--- config.mk ---
export PLATFORM = sky130hd
export DESIGN_NAME = uart_tx_arbiter
export DESIGN_NICKNAME = d
export VERILOG_FILES = /design/src/rtl/uart_arb_pkg.sv /design/src/rtl/rr_arbiter.sv /design/src/rtl/uart_tx_arbiter.sv
export SDC_FILE = /design/constraint.sdc
export NUM_CORES = 1
export LEC_CHECK = 0
export BUFFER_PORTS_ARGS = -buffer_cell sky130_fd_sc_hd__buf_2
export CORE_MARGIN = 1
export CORE_UTILIZATION = 52
export CTS_CLUSTER_DIAMETER = 60
export DETAILED_ROUTE_END_ITERATION = 10
export HOLD_SLACK_MARGIN = 0.12
export PLACE_DENSITY = 0.85
export SYNTH_ARGS = -nofsm -noshare
export SYNTH_HDL_FRONTEND = slang
export SYNTH_SLANG_ARGS = --single-unit
export TNS_END_PERCENT = 30
--- constraint.sdc ---
create_clock -name clk -period 4.45 [get_ports clk]
set_input_delay 1.335 -clock clk [delete_from_list [all_inputs] [get_ports clk]]
set_output_delay 1.335 -clock clk [all_outputs]
set_load 0.02 [all_outputs]
--- src/rtl/uart_arb_pkg.sv ---
// Shared types for the UART transmit arbiter: FSM states, the line
// terminator byte and a round-robin pick helper usable up to 16 requesters.
package uart_arb_pkg;

   typedef enum logic [1:0] {
      ARB_IDLE,
      ARB_ISSUE,
      ARB_WAIT_START,
      ARB_WAIT_DONE
   } arb_state_t;

   localparam byte UART_ARB_EOL = 8'h0A;

   // Widest request vector the pick helper handles.
   localparam int RR_MAX = 16;

   typedef struct packed {
      logic       found;
      logic [3:0] idx;
   } rr_pick_t;

   // First set bit of req[n-1:0], searching upward from (ptr+1) mod n
   // with wrap. n is a constant at every call site, so the modulo folds.
   function automatic rr_pick_t rr_pick(
      input logic [RR_MAX-1:0] req,
      input logic [3:0]        ptr,
      input logic [4:0]        n
   );
      rr_pick_t   res;
      logic [3:0] k;
      res = '0;
      for (int i = 1; i <= RR_MAX; i++) begin
         k = 4'((32'(ptr) + 32'(i)) % 32'(n));
         if ((32'(i) <= 32'(n)) && !res.found && req[k]) begin
            res.found = 1'b1;
            res.idx   = k;
         end
      end
      return res;
   endfunction

endpackage

--- src/rtl/rr_arbiter.sv ---
// Combinational round-robin pick: the first requester above ptr_i wins.
// Ports: req_i/ptr_i in; onehot_o, idx_o, any_o out.
module rr_arbiter
   import uart_arb_pkg::*;
#(
   parameter int  NUM_REQ = 4,
   localparam int ID_W    = (NUM_REQ > 2) ? $clog2(NUM_REQ) : 1
) (
   input  logic [NUM_REQ-1:0] req_i,
   input  logic [ID_W-1:0]    ptr_i,
   output logic [NUM_REQ-1:0] onehot_o,
   output logic [ID_W-1:0]    idx_o,
   output logic               any_o
);

   logic [RR_MAX-1:0] req_ext;
   rr_pick_t          pick;

   always_comb begin
      req_ext                = '0;
      req_ext[NUM_REQ-1:0]   = req_i;
      pick = rr_pick(req_ext, 4'(ptr_i), 5'(NUM_REQ));
   end

   assign any_o    = pick.found;
   assign idx_o    = pick.idx[ID_W-1:0];
   assign onehot_o = pick.found ? (NUM_REQ'(1) << pick.idx) : '0;

endmodule

--- src/rtl/uart_tx_arbiter.sv ---
// Shares one UART transmitter among NUM_REQ byte streams, one byte per
// grant, round-robin. Ports: clk, resetn (async, active low);
// req_valid/req_data in, req_ready one-hot pulse out; uart_transmit strobe,
// uart_tx_byte out, uart_is_transmitting in; grant_id, busy, timeout_err.
// Optional macro UART_ARB_LINE_LOCK_EN keeps a grantee until it sends 0x0A.
module uart_tx_arbiter
   import uart_arb_pkg::*;
#(
   parameter int  NUM_REQ       = 4,
   parameter int  START_TIMEOUT = 16,
`ifdef UART_ARB_LINE_LOCK_EN
   parameter int  LOCK_TIMEOUT  = 1024,
`endif
   localparam int ID_W = (NUM_REQ > 2) ? $clog2(NUM_REQ) : 1
) (
   input  logic                 clk,
   input  logic                 resetn,
   input  logic [NUM_REQ-1:0]   req_valid,
   input  logic [8*NUM_REQ-1:0] req_data,
   output logic [NUM_REQ-1:0]   req_ready,
   output logic                 uart_transmit,
   output logic [7:0]           uart_tx_byte,
   input  logic                 uart_is_transmitting,
   output logic [ID_W-1:0]      grant_id,
   output logic                 busy,
   output logic                 timeout_err
);

   localparam int CNT_W = $clog2(START_TIMEOUT + 1);

   arb_state_t         state_q, state_d;
   logic [ID_W-1:0]    rr_ptr_q, rr_ptr_d;
   logic [ID_W-1:0]    grant_q, grant_d;
   logic [NUM_REQ-1:0] ready_q, ready_d;
   logic [7:0]         byte_q, byte_d;
   logic [CNT_W-1:0]   cnt_q, cnt_d;
   logic               terr_q, terr_d;

   logic [NUM_REQ-1:0] req_eff;
   logic [NUM_REQ-1:0] win_oh;
   logic [ID_W-1:0]    win_idx;
   logic               win_any;
   logic [7:0]         win_byte;
   logic               grant;

`ifdef UART_ARB_LINE_LOCK_EN
   localparam int LCNT_W = $clog2(LOCK_TIMEOUT + 1);

   logic              lock_q, lock_d;
   logic [ID_W-1:0]   lock_id_q, lock_id_d;
   logic [LCNT_W-1:0] lcnt_q, lcnt_d;

   // While locked only the lock holder may compete.
   always_comb begin
      req_eff = req_valid;
      if (lock_q)
         req_eff = req_valid & (NUM_REQ'(1) << lock_id_q);
   end

   always_comb begin
      lock_d    = lock_q;
      lock_id_d = lock_id_q;
      lcnt_d    = lcnt_q;
      if (grant) begin
         lock_d    = (win_byte != UART_ARB_EOL);
         lock_id_d = win_idx;
         lcnt_d    = '0;
      end else if (state_q == ARB_IDLE && lock_q) begin
         if (req_valid[lock_id_q]) begin
            lcnt_d = '0;
         end else begin
            lcnt_d = lcnt_q + 1'b1;
            if (lcnt_d == LCNT_W'(LOCK_TIMEOUT)) begin
               lock_d = 1'b0;
               lcnt_d = '0;
            end
         end
      end
   end

   always_ff @(posedge clk or negedge resetn) begin
      if (!resetn) begin
         lock_q    <= 1'b0;
         lock_id_q <= '0;
         lcnt_q    <= '0;
      end else begin
         lock_q    <= lock_d;
         lock_id_q <= lock_id_d;
         lcnt_q    <= lcnt_d;
      end
   end
`else
   always_comb req_eff = req_valid;
`endif

   rr_arbiter #(
      .NUM_REQ (NUM_REQ)
   ) u_rr (
      .req_i    (req_eff),
      .ptr_i    (rr_ptr_q),
      .onehot_o (win_oh),
      .idx_o    (win_idx),
      .any_o    (win_any)
   );

   always_comb begin
      win_byte = '0;
      for (int i = 0; i < NUM_REQ; i++)
         if (win_oh[i])
            win_byte = win_byte | req_data[8*i +: 8];
   end

   assign grant = (state_q == ARB_IDLE) && win_any
                  && !uart_is_transmitting;

   always_comb begin
      state_d  = state_q;
      rr_ptr_d = rr_ptr_q;
      grant_d  = grant_q;
      byte_d   = byte_q;
      ready_d  = '0;
      cnt_d    = cnt_q;
      terr_d   = terr_q;
      unique case (state_q)
         ARB_IDLE: begin
            if (grant) begin
               ready_d  = win_oh;
               byte_d   = win_byte;
               grant_d  = win_idx;
               rr_ptr_d = win_idx;
               state_d  = ARB_ISSUE;
            end
         end
         ARB_ISSUE: begin
            cnt_d   = '0;
            state_d = ARB_WAIT_START;
         end
         ARB_WAIT_START: begin
            // Gives up after START_TIMEOUT full waiting cycles.
            if (uart_is_transmitting) begin
               state_d = ARB_WAIT_DONE;
            end else begin
               cnt_d = cnt_q + 1'b1;
               if (cnt_d == CNT_W'(START_TIMEOUT)) begin
                  terr_d  = 1'b1;
                  state_d = ARB_IDLE;
               end
            end
         end
         ARB_WAIT_DONE: begin
            if (!uart_is_transmitting)
               state_d = ARB_IDLE;
         end
      endcase
   end

   always_ff @(posedge clk or negedge resetn) begin
      if (!resetn) begin
         state_q  <= ARB_IDLE;
         rr_ptr_q <= ID_W'(NUM_REQ - 1);
         grant_q  <= '0;
         byte_q   <= '0;
         ready_q  <= '0;
         cnt_q    <= '0;
         terr_q   <= 1'b0;
      end else begin
         state_q  <= state_d;
         rr_ptr_q <= rr_ptr_d;
         grant_q  <= grant_d;
         byte_q   <= byte_d;
         ready_q  <= ready_d;
         cnt_q    <= cnt_d;
         terr_q   <= terr_d;
      end
   end

   assign req_ready     = ready_q;
   assign uart_transmit = (state_q == ARB_ISSUE);
   assign uart_tx_byte  = byte_q;
   assign grant_id      = grant_q;
   assign busy          = (state_q != ARB_IDLE);
   assign timeout_err   = terr_q;

endmodule
==> results of run 1 <==
[logic make-up (layout without fill, tap and decap cells)]
group / count (synthesis) / count (layout) / synth area share [%]
and+or+nand+nor: 60 / 60 / 22.35
buffers and inverters: 9 / 62 / 3.944
DFF: 24 / 24 / 42.24
adders and majority gates: 1 / 1 / 0.8763
xor gates and xnor gates: 2 / 2 / 1.227
AOI/OAI and AO/OA: 48 / 48 / 29.36
[cell usage after synthesis, drive strengths merged]
cell type,n
buf,6
a21boi,1
o21ai,8
nand2,11
or3,1
ha,1
o2bb2ai,10
and2b,1
inv,3
o32ai,1
or2,1
a2bb2oi,1
nand3,2
a2111oi,9
o211a,1
a21oi,9
o21bai,1
nand2b,4
nor2,16
nand4b,1
nor2b,10
and2,1
a21o,5
o21a,2
nor3,2
dfrtp,22
nor3b,9
xor2,2
nand3b,1
dfstp,2
[per-layer routing]
layer	vias up	share of wire (%)	track usage [%]	routed length, um
met5	-	0	0	0
met4	0	1.2	9.829	40
met3	6	5.9	3.333	205
met2	67	51	45.93	1766
met1	623	42	29.93	1462
li1	635	-	-	-
[worst max-delay path, delay by kind of cell]
family                 cells  cell delay (ps)
AO/OA/AOI/OAI              4             1390
AND/OR/NAND/NOR            1              100
buffers and inverters      1              170
[power groups by stage]
stage	Combinational, W	Sequential, W	Clock (W)
floorplan	0.000286	0.000414	0
global placement	0.000434	0.000377	0
detailed placement	0.000447	0.000382	0
CTS	0.000449	0.000377	0.000122
global route	0.000492	0.000391	0.000129
finish	0.000446	0.000378	0.000120
[cell usage in the layout (no fill, tap or decap)]
cell,n
a2111oi_0,2
a2111oi_2,5
a2111oi_4,2
a21boi_0,1
a21o_1,5
a21oi_1,8
a21oi_2,1
a2bb2oi_1,1
and2_1,1
and2b_1,1
buf_2,55
clkbuf_4,3
clkbuf_8,1
dfrtp_1,22
dfstp_2,2
ha_1,1
inv_1,3
nand2_1,11
nand2b_1,4
nand3_1,2
nand3b_1,1
nand4b_1,1
nor2_1,16
nor2b_1,10
nor3_1,2
nor3b_1,9
o211a_1,1
o21a_1,2
o21ai_0,7
o21ai_1,1
o21bai_1,1
o2bb2ai_1,10
o32ai_1,1
or2_2,1
or3_1,1
xor2_1,2
[state kept, by name, summed over array words and instances (netlist names)]
name / count
uart_tx_byte: 8
req_ready: 4
rr_ptr_q: 2
timeout_err: 1
grant_id: 2
cnt_q: 5
state_q: 2
[stage by stage]
| stage | hold slack (ps) | power [W] | cell area [um2] | util [%] | cells |
|---|---|---|---|---|---|
| floorplan | 493.8 | 0.0006998 | 1428 | - | 144 |
| global route | 506.1 | 0.001013 | 1732 | 68.04 | 227 |
| finish | 479.2 | 0.0009445 | 1732 | 68.04 | 227 |
| detailed placement | 448.0 | 0.0008289 | 1695 | 66.62 | 223 |
| global placement | 436.5 | 0.0008104 | 1695 | 66.62 | 223 |
| CTS | 479.1 | 0.0009480 | 1732 | 68.04 | 227 |
[cell type report]
type,instances,area [um2]
Fill cell,203,813.3
Inverter,3,11.26
Multi-Input combinational cell,111,768.2
Timing Repair Buffer,55,275.3
Tap cell,30,37.54
Clock buffer,4,36.28
Sequential cell,24,603.1
[worst max path at each step]
| stage | cells past startpoint | to | slack [ps] |
|---|---|---|---|
| floorplan | 6 | uart_tx_byte[1]$_DFFE_PN0P_ | 1810 |
| finish | 6 | uart_tx_byte[0]$_DFFE_PN0P_ | 1660 |
| detailed placement | 5 | uart_tx_byte[0]$_DFFE_PN0P_ | 1350 |
| CTS | 5 | uart_tx_byte[0]$_DFFE_PN0P_ | 1700 |
| global route | 6 | uart_tx_byte[0]$_DFFE_PN0P_ | 1520 |
| global placement | 5 | uart_tx_byte[0]$_DFFE_PN0P_ | 1490 |
==> results.sh, run 1 <==
export IMPL_power_frac_comb_pct=47.2
export IMPL_pwr_density_cell_mw_per_mm2=545.4
export IMPL_die_x_um=54.40
export IMPL_ys_seq_area_share_pct=42.24
export IMPL_rsz0062_at_grt="false"
export IMPL_antenna_cells=0
export IMPL_drc_errors=0
export IMPL_fin_ws_ps=1664
export IMPL_max_stage_delay_ps=660
export IMPL_status="finished clean"
export IMPL_p_int_w=0.0005255
export IMPL_finalHoldViolations=0
export IMPL_grt_max_degree=25
export IMPL_core_area_mm2=0.002545
export IMPL_cp_startpoint="req_valid[0]"
export IMPL_grt_overflow=0
export IMPL_port_buffer_count=55
export IMPL_antenna_found_initial=0
export IMPL_ant_nets=0
export IMPL_setup_tns_ps=0
export IMPL_ys_warn_count=0
export IMPL_area_delta_synth_final_pct=21.30
export IMPL_die_h_um=54.40
export IMPL_r2r_start="rr_ptr_q[1]$_DFFE_PN1P_"
export IMPL_fin_crit_sh_pct=62.60
export IMPL_syn_nets=184
export IMPL_min_period_ps=2786
export IMPL_grt_util_all_layers_pct=25.35
export IMPL_cts_setup_buffers=0
export IMPL_critPathSlowestCell="a2bb2oi_1"
export IMPL_cts_sinks=24
export IMPL_grt_pass1_vias=1255
export IMPL_clockRootBuffer="clkbuf_4"
export IMPL_yosys_top_cells_area="dfrtp_1 (39%), o2bb2ai_1 (6.1%), a2111oi_2 (5.3%)"
export IMPL_min_to="timeout_err$_DFFE_PN0P_"
export IMPL_place_gp_congestion=0.8298
export IMPL_avgSynthCellArea_um2=9.914
export IMPL_yosysTopAreaCellShare_pct=38.56
export IMPL_end_kind="flop"
export IMPL_grt_pass1_wl_mm=5.347
export IMPL_cts_resized=0
export IMPL_first_pass_iters=4
export IMPL_insertion_delay_ps=320
export IMPL_slew_headroom_pct=47.41
export IMPL_setup_viol=0
export IMPL_min_from="timeout_err$_DFFE_PN0P_"
export IMPL_worst_pin_slew_ps=785.8
export IMPL_critPathLaunchType="input port"
export IMPL_placementRows=18
export IMPL_drv_slew=0
export IMPL_cp_required_ps=4660
export IMPL_ys_ff_latch=24
export IMPL_synth_cell_types=36
export IMPL_p_leak_nw=0.7879
export IMPL_netlist_area_mm2=0.001428
export IMPL_yosys_area_top_type="dfrtp_1"
export IMPL_tritoncts="yes"
export IMPL_ctsHoldBuffers=0
export IMPL_drive_gt1_share_pct=35.53
export IMPL_crit_fanout=9
export IMPL_syn_inst=144
export IMPL_dp_slack_ps=1348
export IMPL_clock_power_share_pct=12.7
export IMPL_final_nets=238
export IMPL_ios=56
export IMPL_maxCapViolCount=0
export IMPL_pwr_share_seq_pct=40.0
export IMPL_path_cells="buf_2 > o21a_1 > a2bb2oi_1 > nor2b_1 > a2111oi_0 > o2bb2ai_1"
export IMPL_drt_iter0_drc=39
export IMPL_wirelength_mm=3.476
export IMPL_reg2reg_to="uart_tx_byte[0]$_DFFE_PN0P_"
export IMPL_clkTransAtPathRegs_ps=140
export IMPL_whs_path_depth=1
export IMPL_worst_r2r_setup_slack_ps=2140
export IMPL_start_util_pct=56.10
export IMPL_cts_max_path_buffers=2
export IMPL_die_area_mm2=0.002959
export IMPL_fmax_mhz=359.0
export IMPL_max_vdd_ir_drop_mv=0.3683
export IMPL_switching_share_pct=44.36
export IMPL_h_tree_depth=1
export IMPL_crit_arrival_ps=2990
export IMPL_vias=1331
export IMPL_hold_path_class="reg2reg"
export IMPL_wire_per_inst_um=15.31
export IMPL_power_switching_w=0.0004190
export IMPL_dpl_hpwl_mm=2.659
export IMPL_vias_per_cell=5.863
export IMPL_rr_worst_depth=5
export IMPL_skew_ps=4.393
export IMPL_cts_made_buffers=3
export IMPL_crit_type="in2reg"
(Power assumes the default switching activity.)
==> inputs of run 2 (changes only) <==
--- a/config.mk
+++ b/config.mk
@@ -7,11 +7,11 @@
 export LEC_CHECK = 0
 export BUFFER_PORTS_ARGS = -buffer_cell sky130_fd_sc_hd__buf_2
 export CORE_MARGIN = 1
-export CORE_UTILIZATION = 52
+export CORE_UTILIZATION = 43
 export CTS_CLUSTER_DIAMETER = 60
 export DETAILED_ROUTE_END_ITERATION = 10
 export HOLD_SLACK_MARGIN = 0.12
-export PLACE_DENSITY = 0.85
+export PLACE_DENSITY = 0.75
 export SYNTH_ARGS = -nofsm -noshare
 export SYNTH_HDL_FRONTEND = slang
 export SYNTH_SLANG_ARGS = --single-unit
==> constraint.sdc (replaced) <==
create_clock -name clk -period 2.5 [get_ports clk]
set_input_delay 0.75 -clock clk [delete_from_list [all_inputs] [get_ports clk]]
set_output_delay 0.75 -clock clk [all_outputs]
set_load 0.02 [all_outputs]
==> results.sh, run 2 (same netlist as run 1, synthesis figures left out) <==
export IMPL_status="finished clean"
export IMPL_placementRows=20
export IMPL_start_util_pct=46.01
export IMPL_end_kind="flop"
export IMPL_seq_area_um2=603.1
export IMPL_clockRootBuffer="clkbuf_4"
export IMPL_path_cells="buf_2 > nor2_1 > o21ai_1 > nor3b_1 > a2111oi_0 > o2bb2ai_1"
export IMPL_grt_pass1_vias=1248
export IMPL_setup_tns_ps=0
export IMPL_area_delta_synth_final_pct=24.63
export IMPL_place_gp_congestion=0.7698
export IMPL_die_h_um=59.62
export IMPL_tritoncts="yes"
export IMPL_p_int_w=0.0009604
export IMPL_ant_nets=0
export IMPL_grt_max_degree=25
export IMPL_grt_util_all_layers_pct=20.37
export IMPL_power_frac_comb_pct=48.2
export IMPL_cts_setup_buffers=0
export IMPL_cts_resized=0
export IMPL_slew_headroom_pct=54.14
export IMPL_max_stage_delay_ps=560
export IMPL_largest_reg_flops=8
export IMPL_die_area_mm2=0.003555
export IMPL_p_leak_nw=0.8061
export IMPL_r2r_start="rr_ptr_q[1]$_DFFE_PN1P_"
export IMPL_drive_gt1_share_pct=36.82
export IMPL_clkTransAtPathRegs_ps=130
export IMPL_antenna_cells=0
export IMPL_dpl_hpwl_mm=2.557
export IMPL_max_vdd_ir_drop_mv=0.3764
export IMPL_skew_ps=3.691
export IMPL_worst_r2r_setup_slack_ps=410
export IMPL_crit_arrival_ps=2380
export IMPL_first_pass_iters=4
export IMPL_pwr_share_seq_pct=40.1
export IMPL_crit_fanout=9
export IMPL_die_x_um=59.62
export IMPL_fin_crit_sh_pct=87.86
export IMPL_insertion_delay_ps=300
export IMPL_vias=1292
export IMPL_h_tree_depth=1
export IMPL_cts_sinks=24
export IMPL_clock_power_share_pct=11.8
export IMPL_final_nets=242
export IMPL_ctsHoldBuffers=0
export IMPL_min_period_ps=2197
export IMPL_maxCapViolCount=0
export IMPL_cp_required_ps=2680
export IMPL_critPathBufInv=1
export IMPL_critPathSlowestCell="o21ai_1"
export IMPL_ios=56
export IMPL_rr_worst_depth=4
export IMPL_finalHoldViolations=0
export IMPL_setup_viol=0
export IMPL_drv_slew=0
export IMPL_drc_errors=0
export IMPL_crit_type="in2reg"
export IMPL_power_switching_w=0.0007355
export IMPL_vias_per_cell=5.273
export IMPL_reg2reg_to="uart_tx_byte[7]$_DFFE_PN0P_"
export IMPL_worst_pin_slew_ps=683.3
export IMPL_core_area_mm2=0.003103
export IMPL_wirelength_mm=3.267
export IMPL_layout_cells_most_common="buf_2"
export IMPL_cts_made_buffers=3
export IMPL_port_buffer_count=55
export IMPL_cts_max_path_buffers=2
export IMPL_drt_iter0_drc=64
export IMPL_critPathLaunchType="input port"
export IMPL_rsz0062_at_grt="false"
export IMPL_postLayoutCoreUtil_pct=57.34
export IMPL_wire_per_inst_um=13.33
export IMPL_antenna_found_initial=0
export IMPL_grt_pass1_wl_mm=5.444
export IMPL_hold_path_class="in2async"
export IMPL_fillCellCount=289
export IMPL_grt_overflow=0
export IMPL_fmax_mhz=455.2
export IMPL_switching_share_pct=43.37
export IMPL_pwr_density_cell_mw_per_mm2=953.2
export IMPL_multi_input_area_um2=768.2
export IMPL_crit_family="compound AO/OA/AOI/OAI gates"
export IMPL_mostFrequentLayoutCells="buf_2 (55), dfrtp_1 (22), nor2_1 (16)"
run 2: per-stage QoR:
stage	area, um2	hold WS, ps	cells	power, W	worst slack [ps]
3_3_place_gp	1743	436.9	241	0.001478	53.41
2_1_floorplan	1428	454.4	144	0.001246	444.7
3_5_place_dp	1743	447.6	241	0.001507	-54.54
6_report	1779	393.7	245	0.001696	303.4
4_1_cts	1779	417.2	245	0.001709	277.7
5_1_grt	1779	417.2	245	0.001830	184.0
run 2: layout make-up:
| class | count | area share (%) |
|---|---|---|
| multi-input cells | 111 | 43.18 |
| flip-flops and latches | 24 | 33.90 |
| repair buffers | 59 | 17.16 |
| well taps | 44 | 3.094 |
| clock buffers | 4 | 2.039 |
| inverters | 3 | 0.6329 |
run 2: power by group through the flow:
| stage | registers, W | clock network, W | logic (W) |
|---|---|---|---|
| 3_3_place_gp | 0.000674 | 0 | 0.000804 |
| 6_report | 0.000679 | 0.000200 | 0.000817 |
| 2_1_floorplan | 0.000737 | 0 | 0.000509 |
| 3_5_place_dp | 0.000684 | 0 | 0.000823 |
| 4_1_cts | 0.000679 | 0.000206 | 0.000824 |
| 5_1_grt | 0.000703 | 0.000226 | 0.000901 |
run 2: worst max path at each step:
stage / startpoint / to / slack, ps / depth (start not counted)
finish: req_valid[3] / uart_tx_byte[7]$_DFFE_PN0P_ / 300 / 6
global route: req_valid[3] / uart_tx_byte[7]$_DFFE_PN0P_ / 180 / 6
CTS: req_valid[3] / uart_tx_byte[7]$_DFFE_PN0P_ / 280 / 6
detailed placement: req_valid[3] / uart_tx_byte[7]$_DFFE_PN0P_ / -50 / 6
global placement: req_valid[3] / uart_tx_byte[7]$_DFFE_PN0P_ / 50 / 6
floorplan: uart_is_transmitting / uart_tx_byte[1]$_DFFE_PN0P_ / 440 / 6
run 2: layer usage:
| layer | GRT usage (%) | vias up | part of all wire [%] |
|---|---|---|---|
| met4 | 4.983 | 0 | 0.58 |
| met1 | 28.14 | 598 | 48 |
| met5 | 0 | - | 0 |
| met2 | 33.55 | 50 | 47 |
| met3 | 3.057 | 2 | 4.9 |
| li1 | - | 642 | - |
